==> src/rtl/mul_div_pkg.sv <==
// Shared encodings and sign helpers for the sequential multiply/divide unit and the ALU.
package mul_div_pkg;

  // Widest vector the sign helper handles; covers a 2*WIDTH product for WIDTH up to 64.
  localparam int unsigned MAX_W = 128;

  localparam logic [1:0] OP_MULS = 2'b00;
  localparam logic [1:0] OP_MULU = 2'b01;
  localparam logic [1:0] OP_DIVS = 2'b10;
  localparam logic [1:0] OP_DIVU = 2'b11;

  typedef enum logic [2:0] {
    S_IDLE  = 3'd0,
    S_LOAD  = 3'd1,
    S_ITER  = 3'd2,
    S_FIXUP = 3'd3,
    S_DONE  = 3'd4
  } state_e;

  // Conditional two's-complement negate. Callers zero-extend into MAX_W and truncate the
  // result back; the low bits are exact, so this gives neg() and abs() at any width.
  function automatic logic [MAX_W-1:0] cond_neg(input logic [MAX_W-1:0] x, input logic neg);
    return neg ? (~x + MAX_W'(1)) : x;
  endfunction

endpackage

==> src/rtl/mul_div_seq.sv <==
// Multi-cycle signed/unsigned multiply (shift-add) and divide (restoring), one bit per cycle.
module mul_div_seq
  import mul_div_pkg::*;
#(
  parameter  int unsigned WIDTH = 32,
  localparam int unsigned CNT_W = $clog2(WIDTH) + 1
) (
  input  logic             clk,
  input  logic             clr,
  input  logic             start,
  input  logic [1:0]       op,
  input  logic [WIDTH-1:0] a,
  input  logic [WIDTH-1:0] b,
  output logic             busy,
  output logic             done,
  output logic [WIDTH-1:0] z_high,
  output logic [WIDTH-1:0] z_low,
  output logic             div_by_zero
);

  localparam int unsigned W2 = 2 * WIDTH;

  state_e             state_q, state_d;
  logic [1:0]         op_q, op_d;
  logic [WIDTH-1:0]   ra_q, ra_d;        // raw operands captured with the accepted start
  logic [WIDTH-1:0]   rb_q, rb_d;
  logic               sa_q, sa_d;        // operand signs (zero in unsigned modes)
  logic               sb_q, sb_d;
  logic [WIDTH-1:0]   opnd_q, opnd_d;    // multiplicand (MUL) or divisor (DIV) magnitude
  logic [W2-1:0]      acc_q, acc_d;      // MUL {hi, multiplier}; DIV {rem, quot}
  logic [CNT_W-1:0]   cnt_q, cnt_d;
  logic               busy_q, busy_d;
  logic               done_q, done_d;
  logic [WIDTH-1:0]   z_high_q, z_high_d;
  logic [WIDTH-1:0]   z_low_q, z_low_d;
  logic               dbz_q, dbz_d;

  logic               is_div_c;
  logic               sign_a_c, sign_b_c;
  logic [WIDTH-1:0]   mag_a_c, mag_b_c;
  logic [WIDTH:0]     mul_sum_c;
  logic [W2-1:0]      mul_next_c;
  logic [WIDTH:0]     rem_sh_c;
  logic               div_ge_c;
  logic [W2-1:0]      div_next_c;
  logic [W2-1:0]      prod_fix_c;
  logic [WIDTH-1:0]   quot_fix_c, rem_fix_c;

  // Operand decode and one iteration step of each algorithm.
  always_comb begin
    is_div_c   = op_q[1];
    sign_a_c   = ~op_q[0] & ra_q[WIDTH-1];
    sign_b_c   = ~op_q[0] & rb_q[WIDTH-1];
    mag_a_c    = WIDTH'(cond_neg(MAX_W'(ra_q), sign_a_c));
    mag_b_c    = WIDTH'(cond_neg(MAX_W'(rb_q), sign_b_c));

    mul_sum_c  = {1'b0, acc_q[W2-1:WIDTH]} + {1'b0, (acc_q[0] ? opnd_q : WIDTH'(0))};
    mul_next_c = {mul_sum_c, acc_q[WIDTH-1:1]};

    rem_sh_c   = acc_q[W2-1:WIDTH-1];
    div_ge_c   = (rem_sh_c >= {1'b0, opnd_q});
    div_next_c = div_ge_c ? {WIDTH'(rem_sh_c - {1'b0, opnd_q}), acc_q[WIDTH-2:0], 1'b1}
                          : {rem_sh_c[WIDTH-1:0], acc_q[WIDTH-2:0], 1'b0};

    prod_fix_c = W2'(cond_neg(MAX_W'(acc_q), sa_q ^ sb_q));
    quot_fix_c = WIDTH'(cond_neg(MAX_W'(acc_q[WIDTH-1:0]), sa_q ^ sb_q));
    rem_fix_c  = WIDTH'(cond_neg(MAX_W'(acc_q[W2-1:WIDTH]), sa_q));
  end

  // Next-state and registered-output logic.
  always_comb begin
    state_d  = state_q;
    op_d     = op_q;
    ra_d     = ra_q;
    rb_d     = rb_q;
    sa_d     = sa_q;
    sb_d     = sb_q;
    opnd_d   = opnd_q;
    acc_d    = acc_q;
    cnt_d    = cnt_q;
    busy_d   = busy_q;
    done_d   = 1'b0;
    z_high_d = z_high_q;
    z_low_d  = z_low_q;
    dbz_d    = dbz_q;

    unique case (state_q)
      S_IDLE: begin
        if (start) begin
          state_d = S_LOAD;
          busy_d  = 1'b1;
          op_d    = op;
          ra_d    = a;
          rb_d    = b;
        end
      end
      S_LOAD: begin
        sa_d     = sign_a_c;
        sb_d     = sign_b_c;
        z_high_d = '0;
        z_low_d  = '0;
        dbz_d    = 1'b0;
        if (is_div_c && (rb_q == '0)) begin
          // Divide by zero skips the iteration entirely.
          state_d  = S_DONE;
          done_d   = 1'b1;
          z_high_d = ra_q;
          z_low_d  = '1;
          dbz_d    = 1'b1;
        end else begin
          state_d = S_ITER;
          cnt_d   = CNT_W'(WIDTH);
          opnd_d  = is_div_c ? mag_b_c : mag_a_c;
          acc_d   = is_div_c ? {WIDTH'(0), mag_a_c} : {WIDTH'(0), mag_b_c};
        end
      end
      S_ITER: begin
        acc_d = is_div_c ? div_next_c : mul_next_c;
        cnt_d = cnt_q - CNT_W'(1);
        if (cnt_q == CNT_W'(1)) begin
          state_d = S_FIXUP;
        end
      end
      S_FIXUP: begin
        state_d = S_DONE;
        done_d  = 1'b1;
        if (is_div_c) begin
          z_high_d = rem_fix_c;
          z_low_d  = quot_fix_c;
        end else begin
          z_high_d = prod_fix_c[W2-1:WIDTH];
          z_low_d  = prod_fix_c[WIDTH-1:0];
        end
      end
      S_DONE: begin
        state_d = S_IDLE;
        busy_d  = 1'b0;
      end
      default: begin
        state_d = S_IDLE;
        busy_d  = 1'b0;
      end
    endcase
  end

  // State and output registers with synchronous clear.
  always_ff @(posedge clk) begin
    if (clr) begin
      state_q  <= S_IDLE;
      op_q     <= '0;
      ra_q     <= '0;
      rb_q     <= '0;
      sa_q     <= 1'b0;
      sb_q     <= 1'b0;
      opnd_q   <= '0;
      acc_q    <= '0;
      cnt_q    <= '0;
      busy_q   <= 1'b0;
      done_q   <= 1'b0;
      z_high_q <= '0;
      z_low_q  <= '0;
      dbz_q    <= 1'b0;
    end else begin
      state_q  <= state_d;
      op_q     <= op_d;
      ra_q     <= ra_d;
      rb_q     <= rb_d;
      sa_q     <= sa_d;
      sb_q     <= sb_d;
      opnd_q   <= opnd_d;
      acc_q    <= acc_d;
      cnt_q    <= cnt_d;
      busy_q   <= busy_d;
      done_q   <= done_d;
      z_high_q <= z_high_d;
      z_low_q  <= z_low_d;
      dbz_q    <= dbz_d;
    end
  end

  assign busy        = busy_q;
  assign done        = done_q;
  assign z_high      = z_high_q;
  assign z_low       = z_low_q;
  assign div_by_zero = dbz_q;

endmodule

==> config.mk <==
export PLATFORM = sky130hd
export DESIGN_NAME = mul_div_seq
export DESIGN_NICKNAME = d
export VERILOG_FILES = /design/src/rtl/mul_div_pkg.sv /design/src/rtl/mul_div_seq.sv
export SDC_FILE = /design/constraint.sdc
export NUM_CORES = 1
export LEC_CHECK = 0
export CORE_MARGIN = 2
export CORE_UTILIZATION = 50
export DETAILED_ROUTE_END_ITERATION = 12
export PLACE_DENSITY = 0.69
export SKIP_LAST_GASP = 1
export SYNTH_ARGS = -nofsm -noshare
export SYNTH_HDL_FRONTEND = slang
export SYNTH_SLANG_ARGS = --single-unit
==> constraint.sdc <==
create_clock -name clk -period 3.7 [get_ports clk]
set_input_delay 0.74 -clock clk [delete_from_list [all_inputs] [get_ports clk]]
set_output_delay 0.74 -clock clk [all_outputs]
set_load 0.01 [all_outputs]
==> results of run 1 <==
per-stage QoR:
stage	cell area (um2)	power [uW]	util, %
after CTS	21000	9110	60.6
after global routing	21000	9540	60.7
after global placement	20000	5990	57.6
after floorplan	17700	4860	-
after detailed placement	20000	6000	57.6
final	21000	9200	60.7
flip-flops by register name, summed over array words and instances (netlist names):
| name | cells |
|---|---|
| opnd_q | 32 |
| sb_q | 1 |
| rb_q | 32 |
| sa_q | 1 |
| op_q | 2 |
| acc_q | 64 |
| z_low | 32 |
| div_by_zero | 1 |
| z_high | 32 |
| state_q | 3 |
| done | 1 |
| busy | 1 |
| cnt_q | 6 |
| ra_q | 32 |
metal layers:
metal	wire length (um)	part of all wire (%)
met1	29400	40
met2	31300	43
met3	7360	10
met4	4730	6.5
met5	0	0
power groups by stage:
| stage | clock network, uW | logic, uW | registers [uW] |
|---|---|---|---|
| after floorplan | 0 | 1930 | 2930 |
| after global placement | 0 | 2990 | 3010 |
| after detailed placement | 0 | 2980 | 3010 |
| after CTS | 3160 | 3000 | 2960 |
| after global routing | 3240 | 3310 | 2980 |
| final | 3150 | 3080 | 2970 |
synth_stat cells, types with 7 or more instances:
| cell | n |
|---|---|
| a211oi_1 | 89 |
| a221oi_1 | 13 |
| nor3_1 | 82 |
| xnor2_1 | 91 |
| or4_1 | 13 |
| mux2_2 | 7 |
| o21a_1 | 7 |
| o21ai_0 | 97 |
| o31ai_1 | 17 |
| xor2_1 | 74 |
| a31o_2 | 7 |
| buf_1 | 11 |
| ha_1 | 70 |
| a2111oi_0 | 8 |
| nor2_1 | 267 |
| or2_2 | 8 |
| or3_1 | 21 |
| nand2b_1 | 18 |
| a311oi_1 | 16 |
| and2_1 | 12 |
| o41ai_1 | 8 |
| a22oi_1 | 18 |
| nor4_1 | 26 |
| o22ai_1 | 14 |
| mux2i_1 | 45 |
| dfxtp_1 | 240 |
| nor2b_1 | 19 |
| o211ai_1 | 31 |
| nand4_1 | 20 |
| buf_2 | 14 |
| a21o_1 | 35 |
| and3_1 | 14 |
| nand2_1 | 322 |
| nand3_1 | 32 |
| a31oi_1 | 42 |
| a211oi_2 | 7 |
| a21oi_1 | 278 |
| clkbuf_1 | 159 |
| inv_1 | 74 |
area by class of cell:
cell class	instances	area (um2)	area share, %
well taps	455	569	2.71
multi-input cells	1930	11900	56.6
clock buffers	34	785	3.74
inverters	76	285	1.36
clock inverters	17	259	1.23
repair buffers	269	2410	11.5
flip-flops and latches	240	4810	22.9
worst max-delay path by stage:
| stage | cells past startpoint | endpoint | from | slack, ps |
|---|---|---|---|---|
| CTS | 11 | acc_q[59]$_SDFFE_PP0P_ | opnd_q[17]$_SDFFE_PP0P_ | 130 |
| detailed placement | 11 | acc_q[59]$_SDFFE_PP0P_ | opnd_q[17]$_SDFFE_PP0P_ | 190 |
| global route | 9 | z_high[23]$_SDFFE_PP0P_ | acc_q[25]$_SDFFE_PP0P_ | -10 |
| floorplan | 12 | acc_q[56]$_SDFFE_PP0P_ | acc_q[51]$_SDFFE_PP0P_ | 680 |
| global placement | 11 | acc_q[59]$_SDFFE_PP0P_ | opnd_q[17]$_SDFFE_PP0P_ | 190 |
| finish | 8 | z_high[20]$_SDFFE_PP0P_ | acc_q[25]$_SDFFE_PP0P_ | 180 |
kinds of logic after synthesis:
group / after synthesis / share of synthesized area [%]
buffers and inverters: 263 / 5.79
xor gates and xnor gates: 165 / 8.18
muxes: 54 / 3.25
adders and majority gates: 72 / 5.18
AOI/OAI and AO/OA: 748 / 27.2
and+or+nand+nor: 891 / 23.2
DFF: 240 / 27.2
cell usage in the layout, fill, tap and decap left out, types with 14 or more instances in the layout:
master,instances
nand2_1,322
a21oi_1,278
nor2_1,265
dfxtp_1,238
clkdlybuf4s50_1,134
buf_4,130
o21ai_0,97
xnor2_1,90
a211oi_1,89
nor3_1,80
inv_1,74
xor2_1,74
ha_1,70
mux2i_1,45
a31oi_1,42
a21o_1,35
nand3_1,31
o211ai_1,31
clkbuf_16,29
nor4_1,26
or3_1,21
nand4_1,20
nor2b_1,18
a22oi_1,18
o31ai_1,17
nand2b_1,17
a311oi_1,16
and3_1,14
o22ai_1,14
critical path: stages, from the launching register on:
cell and delay [ps]:
dfxtp_1 390, or4_1 620, or4_1 450, or4b_1 640, nand2_1 390, a21oi_1 160
mux2i_1 150, a2111oi_0 440, nor3_1 100
==> metrics.csv, run 1 <==
metric,value,unit
status,finished clean,
n_antenna_cell,0,
grt_overflow_total,0,
synth_edf_count,0,
cap_violations,0,
rsz0062_at_grt,true,
pwr-share-comb,33.5,%
met2_usage,59.3,%
finalSetupViolCount,0,
io_pins,136,
clk_pin_slew,60,ps
cp.arrival,3950,ps
drtIter0Drc,1918,
final_cells,3021,
grt_use_met1,50.9,%
intPower,5790,uW
p_clk_share,34.2,%
fill_cells,3200,
clock-root-buffer,clkbuf_16,
power_density,438,mW/mm2
grtUsageTotal,39.0,%
cts_tree,yes,
ctsResizeCount,0,
setup_tns,0,ps
synth_top_flop_cell,dfxtp_1,
grt_pass1_wl,109,mm
hpwl,56.1,mm
core,0.0346,mm2
max_freq,284,MHz
worst_pin_slew,1250,ps
dr.pass1.iters,6,
yosysTopAreaCell,dfxtp_1,
ys_types,85,
layout.nets,2686,
ys_ff_latch,240,
whs,453,ps
die_area,0.0368,mm2
p_seq_share,32.3,%
post-route-period-util,95.0,%
viasPerCell,6.36,
rrSetupSlack,180,ps
h-tree-depth,1,
syn2layout_area_growth,18.9,%
start_util,51.0,%
hold_end,opnd_q[14]$_SDFFE_PP0P_,
async_reset_ff_share,0,%
numCtsBuffers,28,
rows,68,
antenna_found_initial,0,
worstSetupPathType,reg -> reg,
io_buffers,135,
hold_violations,0,
grt_pass1_vias,17697,
p_leak,0.00824,uW
min_path_cells,2,
gp_congestion,1.02,
avgSynthCellArea,7.26,um2
met3_usage,9.10,%
drc,0,
irDropWorstVdd,428,uV
crit-reg2reg-launch,acc_q[25]$_SDFFE_PP0P_,
r2r-end,z_high[20]$_SDFFE_PP0P_,
via_count,19214,
netlist.area_leader.share,27.2,%
synth_area_leaders,"dfxtp_1 (27%), a21oi_1 (7.9%), nand2_1 (6.8%)",
power.switching,3410,uW
dp_cells,2970,
min_path_type,reg -> reg,
ys_seq_area_share,27.2,%
clockBufferDepth,3,
synthCells,2433,
switching_share,37.1,%
r2r_cells,8,
gr-max-usage-layer,met2,
place_ws,188,ps
finalMaxSlewViolations,0,
die_y,192,um
dieWidth,192,um
clk_latency,610,ps
startpoint_type,flip-flop,
post-route-min-period,3520,ps
grt_start_max_net_pins,181,
endpoint_kind,flip-flop,
cts_setup_buffers,0,
postRouteAntennaNets,0,
required,4140,ps
fin_ws,184,ps
synth_warnings,0,
finalClockSkew,46.5,ps
ctsHoldBuffers,0,
relSlewSlack,16.4,%
syn_nets,2574,
hold_start,opnd_q[14]$_SDFFE_PP0P_,
cts_sinks,240,
routed_wl,72.7,mm
cp_max_fo,12,
wl_per_cell,24.1,um
syn_area,0.0177,mm2
drive_gt1_share,9.66,%
Note: power is estimated with default switching activity, not from simulation.
==> run 2, diff against run 1 <==
--- a/config.mk
+++ b/config.mk
@@ -6,8 +6,10 @@
 export NUM_CORES = 1
 export LEC_CHECK = 0
+export CELL_PAD_IN_SITES_DETAIL_PLACEMENT = 1
+export CELL_PAD_IN_SITES_GLOBAL_PLACEMENT = 1
 export CORE_MARGIN = 2
-export CORE_UTILIZATION = 50
+export CORE_UTILIZATION = 35
 export DETAILED_ROUTE_END_ITERATION = 12
-export PLACE_DENSITY = 0.69
+export PLACE_DENSITY = 0.66
 export SKIP_LAST_GASP = 1
 export SYNTH_ARGS = -nofsm -noshare
==> constraint.sdc (replaced) <==
create_clock -name clk -period 3.7 [get_ports clk]
set_input_delay 0.74 -clock clk [delete_from_list [all_inputs] [get_ports clk]]
set_output_delay 0.74 -clock clk [all_outputs]
set_load 0.005 [all_outputs]
==> run 2 against run 1 <==
Register-to-register slack lost 100 ps. Count of clock-buffer cells in the layout grew 7. Combinational power up 2%. Sequential cell count is the same. Clock power up 4%. Final cell count increased by 7.3%. Largest power group unchanged. Largest cell class unchanged. Die area rose by 42%. Design area increased by 1.4%. Wire length up 14%.
==> metrics.csv, run 2 (same netlist as run 1, synthesis figures left out) <==
metric,value,unit
cp_max_fo,8,
grt_use_met1,40.4,%
r2r_cells,10,
start_util,35.4,%
dp_cells,3185,
grt_pass1_wl,125,mm
rsz0062_at_grt,false,
worstSetupPathType,reg -> reg,
cts_sinks,240,
io_buffers,135,
gp_congestion,0.934,
critPathCapture,acc_q[62]$_SDFFE_PP0P_,
postRouteAntennaNets,0,
cp.arrival,4110,ps
rrSetupSlack,80,ps
finalSetupViolCount,0,
via_count,19007,
layout.nets,2687,
post-route-util,42.6,%
antenna_found_initial,3,
met2_usage,51.4,%
grt_start_max_net_pins,133,
min_path_type,reg -> reg,
crit-reg2reg-launch,acc_q[38]$_SDFFE_PP0P_,
p_leak,0.00826,uW
final_common_cell,nand2_1,
startpoint_type,flip-flop,
place_ws,64.3,ps
required,4190,ps
finalMaxSlewViolations,0,
irDropWorstVdd,378,uV
rows,82,
crit_path_start,acc_q[38]$_SDFFE_PP0P_,
clockBufferDepth,3,
core,0.0500,mm2
dr.pass1.iters,5,
fin_ws,79.0,ps
r2r-end,acc_q[62]$_SDFFE_PP0P_,
whs,450,ps
drive_gt1_share,9.61,%
viasPerCell,5.86,
relSlewSlack,39.5,%
h-tree-depth,1,
drtIter0Drc,1174,
die_y,229,um
met3_usage,5.58,%
regMostFlops,acc_q,
cap_violations,0,
endpoint_kind,flip-flop,
clk_latency,620,ps
final_cells,3243,
syn2layout_area_growth,20.6,%
hpwl,64.8,mm
grtUsageTotal,31.1,%
post-route-min-period,3620,ps
wl_per_cell,25.6,um
status,finished clean,
hold_violations,0,
cts_tree,yes,
numCtsBuffers,31,
drc,0,
worst_pin_slew,900,ps
io_pins,136,
ctsHoldBuffers,0,
setup_tns,0,ps
power_density,440,mW/mm2
grt_pass1_vias,19212,
finalClockSkew,33.0,ps
max_freq,276,MHz
die_area,0.0523,mm2
layout_common_cells,"nand2_1 (322), a21oi_1 (278), nor2_1 (265), dfxtp_1 (238), clkdlybuf4s50_1 (134)",
clock-root-buffer,clkbuf_16,
gr-max-usage-layer,met2,
dieWidth,229,um
clk_pin_slew,60,ps
routed_wl,83.2,mm
largest_reg_flops,64,
grt_overflow_total,0,
post-route-period-util,97.9,%
==> run 2: cell count changes in the layout (fill, tap and decap cells not counted), sizes merged <==
cell and change:
buf -2, clkbuf +7, inv +3, diode +2, clkinv -3, clkinvlp -1, bufinv -1
==> run 2: cell type report <==
type                       instances  area (um2)
clock buffer                      41         873
timing repair buffer             267        2380
antenna                            2        5.00
clock inverter                    15         214
fill                            6229       28700
sequential                       240        4810
tap                              672         841
inverter                          76         285
multi-input combinational       1930       11900
==> run 2: how the worst min path moves through the flow <==
| stage | start | endpoint | slack (ps) | cells past startpoint |
|---|---|---|---|---|
| after floorplan | opnd_q[19]$_SDFFE_PP0P_ | opnd_q[19]$_SDFFE_PP0P_ | 430 | 2 |
| after global placement | opnd_q[19]$_SDFFE_PP0P_ | opnd_q[19]$_SDFFE_PP0P_ | 440 | 2 |
| after detailed placement | opnd_q[10]$_SDFFE_PP0P_ | opnd_q[10]$_SDFFE_PP0P_ | 440 | 2 |
| after CTS | opnd_q[10]$_SDFFE_PP0P_ | opnd_q[10]$_SDFFE_PP0P_ | 450 | 2 |
| after global routing | opnd_q[12]$_SDFFE_PP0P_ | opnd_q[12]$_SDFFE_PP0P_ | 470 | 2 |
| final | opnd_q[10]$_SDFFE_PP0P_ | opnd_q[10]$_SDFFE_PP0P_ | 450 | 2 |
==> run 2: per-stage QoR <==
step / total power [uW] / cell area, um2
after global routing: 9790 / 21300
after global placement: 6060 / 20200
after detailed placement: 6100 / 20200
after CTS: 9390 / 21300
final: 9370 / 21300
after floorplan: 4850 / 17700
==> run 2: worst max-delay path, cell delays in order, from the launching register on <==
cell       delay, ps
dfxtp_1          700
ha_1             350
a21oi_1          160
a32oi_1          250
o31ai_1          140
a2111oi_1        640
buf_4            220
o2111ai_1        180
and4_1           260
o41ai_1          450
o21ai_0          150
==> run 2: what timing repair did <==
action	4_1_cts	5_1_grt
gates resized for setup	0	1
setup endpoints to repair	0	1
setup buffers	0	0
==> run 2: layer usage <==
layer  part of all wire, %  wire [um]
met2                    46      38400
met3                   6.3       5280
met5                 0.018         15
met1                    44      36300
met4                   3.8       3180
==> run 2: power by group <==
| part | internal, uW | leakage (uW) | switching (uW) |
|---|---|---|---|
| Sequential | 2740 | 0.00196 | 226 |
| Combinational | 1150 | 0.00577 | 1980 |
| Clock | 1950 | 0.000535 | 1320 |
| Total | 5840 | 0.00826 | 3530 |
==> run 3, diff against run 2 <==
Settings changed: SKIP_LAST_GASP 1 to unset.
==> results of run 3 <==
No change in the layout: final DEF, timing and power equal those of run 2.
